`src/rtl/leg_uart_pkg.sv`:
```
// Shared definitions for the LEG UART receive and transmit paths.
package leg_uart_pkg;

  localparam int unsigned UART_DATA_BITS            = 8;
  localparam int unsigned UART_DEFAULT_CLKS_PER_BIT = 868;

  typedef enum logic [2:0] {
    IDLE,
    START,
    DATA,
    STOP,
    BREAK
  } rx_state_t;

endpackage

```
`src/rtl/uart_fifo.sv`:
```
// First-word fall-through synchronous FIFO shared by the UART rx and tx paths.
module uart_fifo #(
  parameter int unsigned WIDTH = 8,
  parameter int unsigned DEPTH = 4
) (
  input  logic                   clk,
  input  logic                   rst,
  input  logic                   push,
  input  logic [WIDTH-1:0]       wdata,
  input  logic                   pop,
  output logic [WIDTH-1:0]       rdata,
  output logic                   full,
  output logic                   empty,
  output logic [$clog2(DEPTH):0] count
);

  localparam int unsigned AW = $clog2(DEPTH);
  localparam logic [AW:0] FULL_CNT = (AW+1)'(DEPTH);

  logic [WIDTH-1:0] mem [DEPTH];
  logic [AW-1:0]    wr_ptr;
  logic [AW-1:0]    rd_ptr;
  logic             do_push;
  logic             do_pop;

  assign empty   = (count == '0);
  assign full    = (count == FULL_CNT);
  assign rdata   = mem[rd_ptr];
  assign do_pop  = pop & ~empty;
  // A push into a full FIFO is still accepted when a pop frees the head slot this cycle.
  assign do_push = push & (~full | do_pop);

  always_ff @(posedge clk or posedge rst) begin
    if (rst) begin
      for (int unsigned i = 0; i < DEPTH; i++) mem[i] <= '0;
      wr_ptr <= '0;
      rd_ptr <= '0;
      count  <= '0;
    end else begin
      if (do_push) begin
        mem[wr_ptr] <= wdata;
        wr_ptr      <= wr_ptr + 1'b1;
      end
      if (do_pop) rd_ptr <= rd_ptr + 1'b1;
      case ({do_push, do_pop})
        2'b10:   count <= count + 1'b1;
        2'b01:   count <= count - 1'b1;
        default: count <= count;
      endcase
    end
  end

endmodule

```
`src/rtl/uart_rx.sv`:
```
// 8N1 UART receiver: synchroniser, bit-timing FSM, shift register, receive FIFO and sticky error flags.
module uart_rx
  import leg_uart_pkg::*;
#(
  parameter int unsigned CLKS_PER_BIT = UART_DEFAULT_CLKS_PER_BIT,
  parameter int unsigned FIFO_DEPTH   = 4
) (
  input  logic       i_clk,
  input  logic       i_rst,
  input  logic       i_rx,
  output logic [7:0] o_data,
  output logic       o_valid,
  input  logic       i_ready,
  output logic       o_frame_err,
  output logic       o_overrun,
  input  logic       i_clear_err
);

  localparam int unsigned CW = $clog2(CLKS_PER_BIT);
  localparam logic [CW-1:0] HALF_CNT = CW'(CLKS_PER_BIT / 2 - 1);
  localparam logic [CW-1:0] FULL_CNT = CW'(CLKS_PER_BIT - 1);
  localparam logic [2:0]    LAST_BIT = 3'(UART_DATA_BITS - 1);

  logic [1:0]                sync;
  logic                      rx_s;
  rx_state_t                 state_q, state_d;
  logic [CW-1:0]             cnt_q, cnt_d;
  logic [2:0]                bit_q, bit_d;
  logic [UART_DATA_BITS-1:0] shreg_q, shreg_d;
  logic                      byte_push;
  logic                      frame_set;

  logic                      fifo_pop;
  logic                      fifo_full;
  logic                      fifo_empty;
  logic [$clog2(FIFO_DEPTH):0] fifo_count;
  logic                      drop;

  assign rx_s = sync[1];

  always_ff @(posedge i_clk or posedge i_rst) begin
    if (i_rst) sync <= '1;
    else       sync <= {sync[0], i_rx};
  end

  always_ff @(posedge i_clk or posedge i_rst) begin
    if (i_rst) begin
      state_q <= IDLE;
      cnt_q   <= '0;
      bit_q   <= '0;
      shreg_q <= '0;
    end else begin
      state_q <= state_d;
      cnt_q   <= cnt_d;
      bit_q   <= bit_d;
      shreg_q <= shreg_d;
    end
  end

  always_comb begin
    state_d   = state_q;
    cnt_d     = cnt_q;
    bit_d     = bit_q;
    shreg_d   = shreg_q;
    byte_push = 1'b0;
    frame_set = 1'b0;
    case (state_q)
      IDLE: begin
        if (!rx_s) begin
          state_d = START;
          cnt_d   = '0;
        end
      end
      START: begin
        if (cnt_q == HALF_CNT) begin
          if (rx_s) begin
            state_d = IDLE;
          end else begin
            state_d = DATA;
            cnt_d   = '0;
            bit_d   = '0;
          end
        end else begin
          cnt_d = cnt_q + 1'b1;
        end
      end
      DATA: begin
        if (cnt_q == FULL_CNT) begin
          shreg_d = {rx_s, shreg_q[UART_DATA_BITS-1:1]};
          cnt_d   = '0;
          bit_d   = bit_q + 3'd1;
          if (bit_q == LAST_BIT) state_d = STOP;
        end else begin
          cnt_d = cnt_q + 1'b1;
        end
      end
      STOP: begin
        if (cnt_q == FULL_CNT) begin
          cnt_d = '0;
          if (rx_s) begin
            byte_push = 1'b1;
            state_d   = IDLE;
          end else begin
            frame_set = 1'b1;
            state_d   = BREAK;
          end
        end else begin
          cnt_d = cnt_q + 1'b1;
        end
      end
      BREAK: begin
        if (rx_s) state_d = IDLE;
      end
      default: state_d = IDLE;
    endcase
  end

  assign fifo_pop = i_ready & ~fifo_empty;
  assign o_valid  = (fifo_count != '0);
  // Full FIFO only loses the byte when no pop frees a slot in the same cycle.
  assign drop     = byte_push & fifo_full & ~fifo_pop;

  uart_fifo #(
    .WIDTH (UART_DATA_BITS),
    .DEPTH (FIFO_DEPTH)
  ) u_fifo (
    .clk   (i_clk),
    .rst   (i_rst),
    .push  (byte_push),
    .wdata (shreg_q),
    .pop   (fifo_pop),
    .rdata (o_data),
    .full  (fifo_full),
    .empty (fifo_empty),
    .count (fifo_count)
  );

  always_ff @(posedge i_clk or posedge i_rst) begin
    if (i_rst) begin
      o_frame_err <= 1'b0;
      o_overrun   <= 1'b0;
    end else begin
      o_frame_err <= frame_set | (o_frame_err & ~i_clear_err);
      o_overrun   <= drop      | (o_overrun   & ~i_clear_err);
    end
  end

endmodule
```
`config.mk`:
```
export PLATFORM = sky130hd
export DESIGN_NAME = uart_rx
export DESIGN_NICKNAME = d
export VERILOG_FILES = /design/src/rtl/leg_uart_pkg.sv /design/src/rtl/uart_fifo.sv /design/src/rtl/uart_rx.sv
export SDC_FILE = /design/constraint.sdc
export NUM_CORES = 1
export LEC_CHECK = 0
export ABC_AREA = 1
export CELL_PAD_IN_SITES_DETAIL_PLACEMENT = 0
export CELL_PAD_IN_SITES_GLOBAL_PLACEMENT = 1
export CORE_ASPECT_RATIO = 0.7
export CORE_UTILIZATION = 25
export DETAILED_ROUTE_END_ITERATION = 10
export MAX_ROUTING_LAYER = met4
export PLACE_DENSITY_LB_ADDON = 0.08
export SKIP_LAST_GASP = 1
export SLEW_MARGIN = 20
export SYNTH_ARGS = -nofsm -noshare
export SYNTH_HDL_FRONTEND = slang
export SYNTH_SLANG_ARGS = --single-unit
```
`constraint.sdc`:
```
create_clock -name i_clk -period 4.46 [get_ports i_clk]
set_clock_uncertainty 0.2 [all_clocks]
set_input_delay 0.446 -clock i_clk [delete_from_list [all_inputs] [get_ports i_clk]]
set_output_delay 0.446 -clock i_clk [all_outputs]
set_load 0.005 [all_outputs]
```
Word-level counts from Yosys, hierarchy flattened
Index checks and enable logic that the tools add are counted.
Word-level totals
  bits in registers: 67
  bits in latches: 0
  RAM bits: 0
  ROM bits: 0
  input port bits: 5
  output and inout port bits: 11
  logic and storage cells: 97
  memories kept: 0
Operators by class
  add/sub/neg operators: 6
  $mul: 0
  div/mod/pow operators: 0
  magnitude comparators: 3
  eq/ne operators: 17
  shift operators: 0
  muxes and demuxes: 30
  bitwise gates (word level): 16
  reduce and logical (&&, ||, !) cells: 11
Operators by type and width (count)
  bitwise mux 32 bit: 1
  2-to-1 mux 10 bit: 3
  2-to-1 mux 3 bit: 10
  case mux 10 bit (3 select lines): 1
  2-to-1 mux 8 bit: 3
  binary-select mux 8 bit (select 2 bit): 1
  demux 8 bit (select 2 bit): 1
  case mux 3 bit (5 select lines): 1
  inequality test 2 bit (second input constant): 7
  case mux 3 bit (2 select lines): 2
  adder 10 x 1 -> 10 bit (second input constant): 1
  == test 10 bit (second input constant): 1
  == test 10 x 9 -> 1 bit (second input constant): 1
  == test 3 bit (second input constant): 3
  bitwise AND 1 bit: 7
  adder 3 x 1 -> 3 bit (second input constant): 2
  == test 3 x 2 -> 1 bit (second input constant): 2
  >= comparator 3 bit (second input constant): 2
  zero test 3 bit: 2
  2-to-1 mux 1 bit: 6
  NOT 2 -> 3 bit: 2
  AND reduction 6 bit: 1
  nonzero test 3 bit: 2
  adder 2 x 1 -> 2 bit (second input constant): 2
  13 further kinds: 19

Logic depth before layout (Yosys ltp)
  depth in word-level cells: 8
  gate-level depth with buffers: 12
  mapped depth without buffers: 12

Cells and area by module
Synthesis repeated with hierarchy kept, for this count alone.
Unflattened totals
  cell total of the unflattened synthesis: 426
  area, all modules: 3550.9 µm²
By module, submodules not included
  uart_fifo: times used 1, cells each 237, area an instance 2019.4 µm², seq. area each 975.9 µm²
  uart_rx: times used 1, cells each 189, area an instance 1531.5 µm², seq. area each 703.2 µm²

Worst setup path after synthesis
Ideal clock, no wire load.
  path type: register -> register
  start: register cnt_q[0]
  end: register u_fifo.count[1]
  library setup time: 0.083 ns
  arrival: 2.050 ns
  data required time: 4.177 ns
  path slack: 2.127 ns
  cell stages (with the launch flop): 11
  buffers on the path: 0
  period minus slack after synthesis: 2.333 ns
  path through: dfrtp_1 > ha_1 > nand2_1 > nor2_1 > nand3_2 > nor3_1 > nand2_1 > ha_1 > inv_1 > fa_1 > o21ai_0
On the way
  longest elaborated chain between the ends: 6
  elaborated cells on any way between the ends: 8
  those cells by class: eq/ne: 3; mux: 3; bitwise: 1; reduce/logical: 1
RTL lines
  from (decl): line uart_rx.sv:27  | logic [CW-1:0] cnt_q, cnt_d;
  from (signal assigned): line uart_rx.sv:54  | cnt_q <= cnt_d;
  == test 10 bit *: line uart_rx.sv:98  | if (cnt_q == FULL_CNT) begin
  2-to-1 mux 1 bit *: line uart_rx.sv:98
  2-to-1 mux 1 bit *: line uart_rx.sv:67  | case (state_q)
  bitwise AND 1 bit *: line uart_fifo.sv:31  | assign do_push = push & (~full | do_pop);
  == test 2 x 1 -> 1 bit / == test 2 bit (equally long branches): line uart_fifo.sv:45  | case ({do_push, do_pop})
  case mux 3 bit (2 select lines) / nonzero test 2 bit (equally long branches)
  to (signal assigned): line uart_fifo.sv:46  | 2'b10: count <= count + 1'b1;
  to (signal assigned): line uart_fifo.sv:47  | 2'b01: count <= count - 1'b1;
  to (signal assigned): line uart_fifo.sv:48  | default: count <= count;
  to (decl): line uart_fifo.sv:14  | output logic [$clog2(DEPTH):0] count
Every way passes the cells marked *; elsewhere a longest branch is shown, timed or not.
A chain may end at the register's enable or synchronous reset.

Worst setup path in the final report
  start: register u_fifo.rd_ptr[1]
  end: output port o_data[5]
On the way
  longest elaborated chain between the ends: 4
RTL lines
  from (decl): line uart_fifo.sv:22  | logic [AW-1:0] rd_ptr;
  from (signal assigned): line uart_fifo.sv:44  | if (do_pop) rd_ptr <= rd_ptr + 1'b1;
  NOT 2 -> 3 bit (implied by the code): line uart_fifo.sv:28  | assign rdata = mem[rd_ptr];
  binary-select mux 8 bit (select 2 bit): line uart_fifo.sv:28
  2-to-1 mux 8 bit (implied by the code) (2 in series): line uart_fifo.sv:28
  to (decl): line uart_rx.sv:11  | output logic [7:0] o_data,
Every way passes these cells. The select of a mux whose other input is x is not followed.

==> results_dict.tcl <==
set metrics [dict create \
    slew_headroom 0.573 \
    p_leak_nw 1.76 \
    cp.arrival_ns 2.07 \
    critPathBufInv 2 \
    min_from "sync[0]" \
    num_rows 35 \
    worst-path-stages 4 \
    required_ns 3.81 \
    power.share.combinational 0.225 \
    clock.fmax_mhz 368 \
    wl_per_cell_um 13.7 \
    cts_buffers 9 \
    cts_tree "yes" \
    place_congestion 0.712 \
    avgSynthCellArea_um2 8.86 \
    post_cts_resized 0 \
    crit_path_start_kind "flop" \
    grt_pass1_wl_mm 13.7 \
    synth_area_leader_cell "dfrtp_1" \
    clk_latency_ns 0.32 \
    hold_viol 0 \
    p_per_area_mw_per_mm2 440 \
    grt_pass1_vias 2475 \
    yosys-top-cells-count "nand2_1, dfrtp_1, inv_1, nor2_1, o21ai_0" \
    worst_slew_pin_slew_ns 0.640 \
    yosys_register_bits 67 \
    path_cells "inv_1 -> o21ai_0 -> o22ai_1 -> clkdlybuf4s50_1" \
    hold_depth 0 \
    grt_max_degree 50 \
    finalSetupTns_ns 0 \
    min_path_type "reg -> reg" \
    multi_input_area_mm2 0.00150 \
    synth_cell_types 31 \
    rr_worst_depth 10 \
    critical_path_class "reg -> out" \
    drive_above_1_share 0.127 \
    cp_max_fo 9 \
    min_to "sync[1]" \
    ys_seq_area_frac 0.491 \
    antenna_found_initial 0 \
    viasPerCell 4.21 \
    die_x_um 142 \
    initial_utilization 0.258 \
    yosys-top-cells-area "dfrtp_1, nand2_1, o21ai_0" \
    reg2reg_from "cnt_q[0]" \
    track_usage 0.133 \
    ctsHoldBuffers 0 \
    synth_nets 401 \
    r2r-end "u_fifo.count[1]" \
    irDropWorstVdd_v 0.000189 \
    num_vias 2502 \
    cts_max_level 3 \
    drcViolationCount 0 \
    async_flop_share 1.00 \
    netlist.area_leader.share 0.476 \
    worst_setup_path_end_kind "primary output" \
    drv_cap 0 \
    switching_power_mw 0.505 \
    slowest_stage "clkdlybuf4s50_1" \
    n_fill_cell 1424 \
    die_h_um 99.8 \
    crit_family "buffers and inverters" \
    postCtsSetupBuffers 0 \
    post-route-period-util 0.610 \
    switching_share 0.284 \
    slew_violations 0 \
    cts_buffer_depth 2 \
    synth_edf_count 0 \
    drt_iter0_markers 159 \
    hpwl_mm 5.57 \
    seqPwrFrac 0.375 \
    synth.cell_area_mm2 0.00342 \
    io_pins 16 \
    dr.pass1.iters 4 \
    clock-root-buffer "clkbuf_16" \
    core_mm2 0.0133 \
    antenna_left 0 \
    nNetsFinal 420 \
    synthFlopType "dfrtp_1" \
    rsz0062_at_grt "false" \
    ys_warn_count 0 \
    n_antenna_cell 0 \
    status "complete, no violations" \
    critPathMaxStageDelay_ns 0.53 \
    layout_min_cycle_time_ns 2.72 \
    synth_cells 386 \
    area_growth_pct 18.1 \
    cts.sinks 67 \
    p_total_mw 1.78 \
    seq_area_mm2 0.00168 \
    finalWirelength_mm 8.12 \
    io_buffers 15 \
    die_area_mm2 0.0142 \
    r2r_slack_ns 1.75 \
    yosysMostFrequentCell "nand2_1" \
    p_int_mw 1.27 \
    clk_pin_slew_ns 0.05 \
    overflow 0 \
    setup_viol 0 \
    clkPwrFrac 0.400 \
]
==> per-stage QoR <==
step	cells	util	worst slack, ns	hold slack [ns]	instance area, µm²
3_3_place_gp	579	0.282	1.80	0.147	3740
6_report	594	0.304	1.74	0.155	4040
4_1_cts	594	0.304	1.70	0.155	4040
5_1_grt	594	0.304	1.49	0.157	4040
3_5_place_dp	579	0.282	1.74	0.147	3740
2_1_floorplan	386	-	2.13	0.145	3420
==> how the worst max path moves through the flow <==
stage / startpoint / end / slack, ns
after floorplan: i_rst / bit_q[0] / 2.13
after CTS: u_fifo.rd_ptr[1] / o_data[7] / 1.70
after global placement: i_ready / u_fifo.count[2] / 1.80
final: u_fifo.rd_ptr[1] / o_data[5] / 1.74
after global routing: cnt_q[0] / u_fifo.count[2] / 1.49
after detailed placement: cnt_q[0] / u_fifo.count[1] / 1.74
==> cells in the final DEF (no fill, tap or decap), types with 9 or more instances in the layout <==
| master | count |
|---|---|
| clkdlybuf4s50_1 | 15 |
| o21ai_1 | 21 |
| clkbuf_16 | 9 |
| inv_1 | 39 |
| o21ai_0 | 32 |
| nand2_1 | 96 |
| nor2_1 | 35 |
| o22ai_1 | 10 |
| o21ai_2 | 16 |
| dfrtp_1 | 65 |
| ha_1 | 9 |
| nand3_1 | 14 |
==> cells by family after synthesis <==
| kind of cell | after synthesis | synth area share |
|---|---|---|
| buffers and inverters | 53 | 0.0710 |
| AND/OR/NAND/NOR | 161 | 0.228 |
| AO/OA/AOI/OAI | 86 | 0.148 |
| flip-flops | 67 | 0.491 |
| adder cells (fa/ha/maj) | 10 | 0.0388 |
| XOR/XNOR | 9 | 0.0231 |
==> flip-flops by register name, summed over array words and instances, names as in the netlist <==
signal / count
bit_q: 3
u_fifo.wr_ptr: 2
u_fifo.rd_ptr: 2
shreg_q: 8
sync: 2
state_q: 3
u_fifo.mem: 32
o_frame_err: 1
cnt_q: 10
u_fifo.count: 3
o_overrun: 1
==> power groups by stage <==
stage | Combinational [mW] | Sequential (mW) | Clock, mW
global route | 0.447 | 0.668 | 0.764
finish | 0.400 | 0.667 | 0.710
CTS | 0.409 | 0.667 | 0.737
detailed placement | 0.407 | 0.677 | 0
global placement | 0.415 | 0.678 | 0
floorplan | 0.224 | 0.662 | 0
==> routing by layer <==
layer  share of wire  GRT usage  vias to the layer above
li1                -          -                     1297
met1            0.58      0.208                     1169
met2            0.38      0.161                       31
met3           0.027     0.0372                        5
met4          0.0078     0.0372                        0
met5               0          -                        -
==> worst reg2reg max path, delay by kind of cell (launching register included) <==
| kind | cells | cell delay (ns) |
|---|---|---|
| adder cells (fa/ha/maj) | 3 | 0.89 |
| AO/OA/AOI/OAI | 1 | 0.14 |
| flip-flops | 1 | 0.40 |
| buffers and inverters | 1 | 0.09 |
| AND/OR/NAND/NOR | 5 | 0.92 |
==> final cells by class <==
class	count	share of cell area
flip-flops and latches	67	0.416
inverters	44	0.0421
multi-input cells	266	0.371
repair buffers	17	0.0409
clock buffers	13	0.0645
clock inverters	2	0.00868
well taps	185	0.0573
No activity file was read; power rests on OpenSTA's default activity.
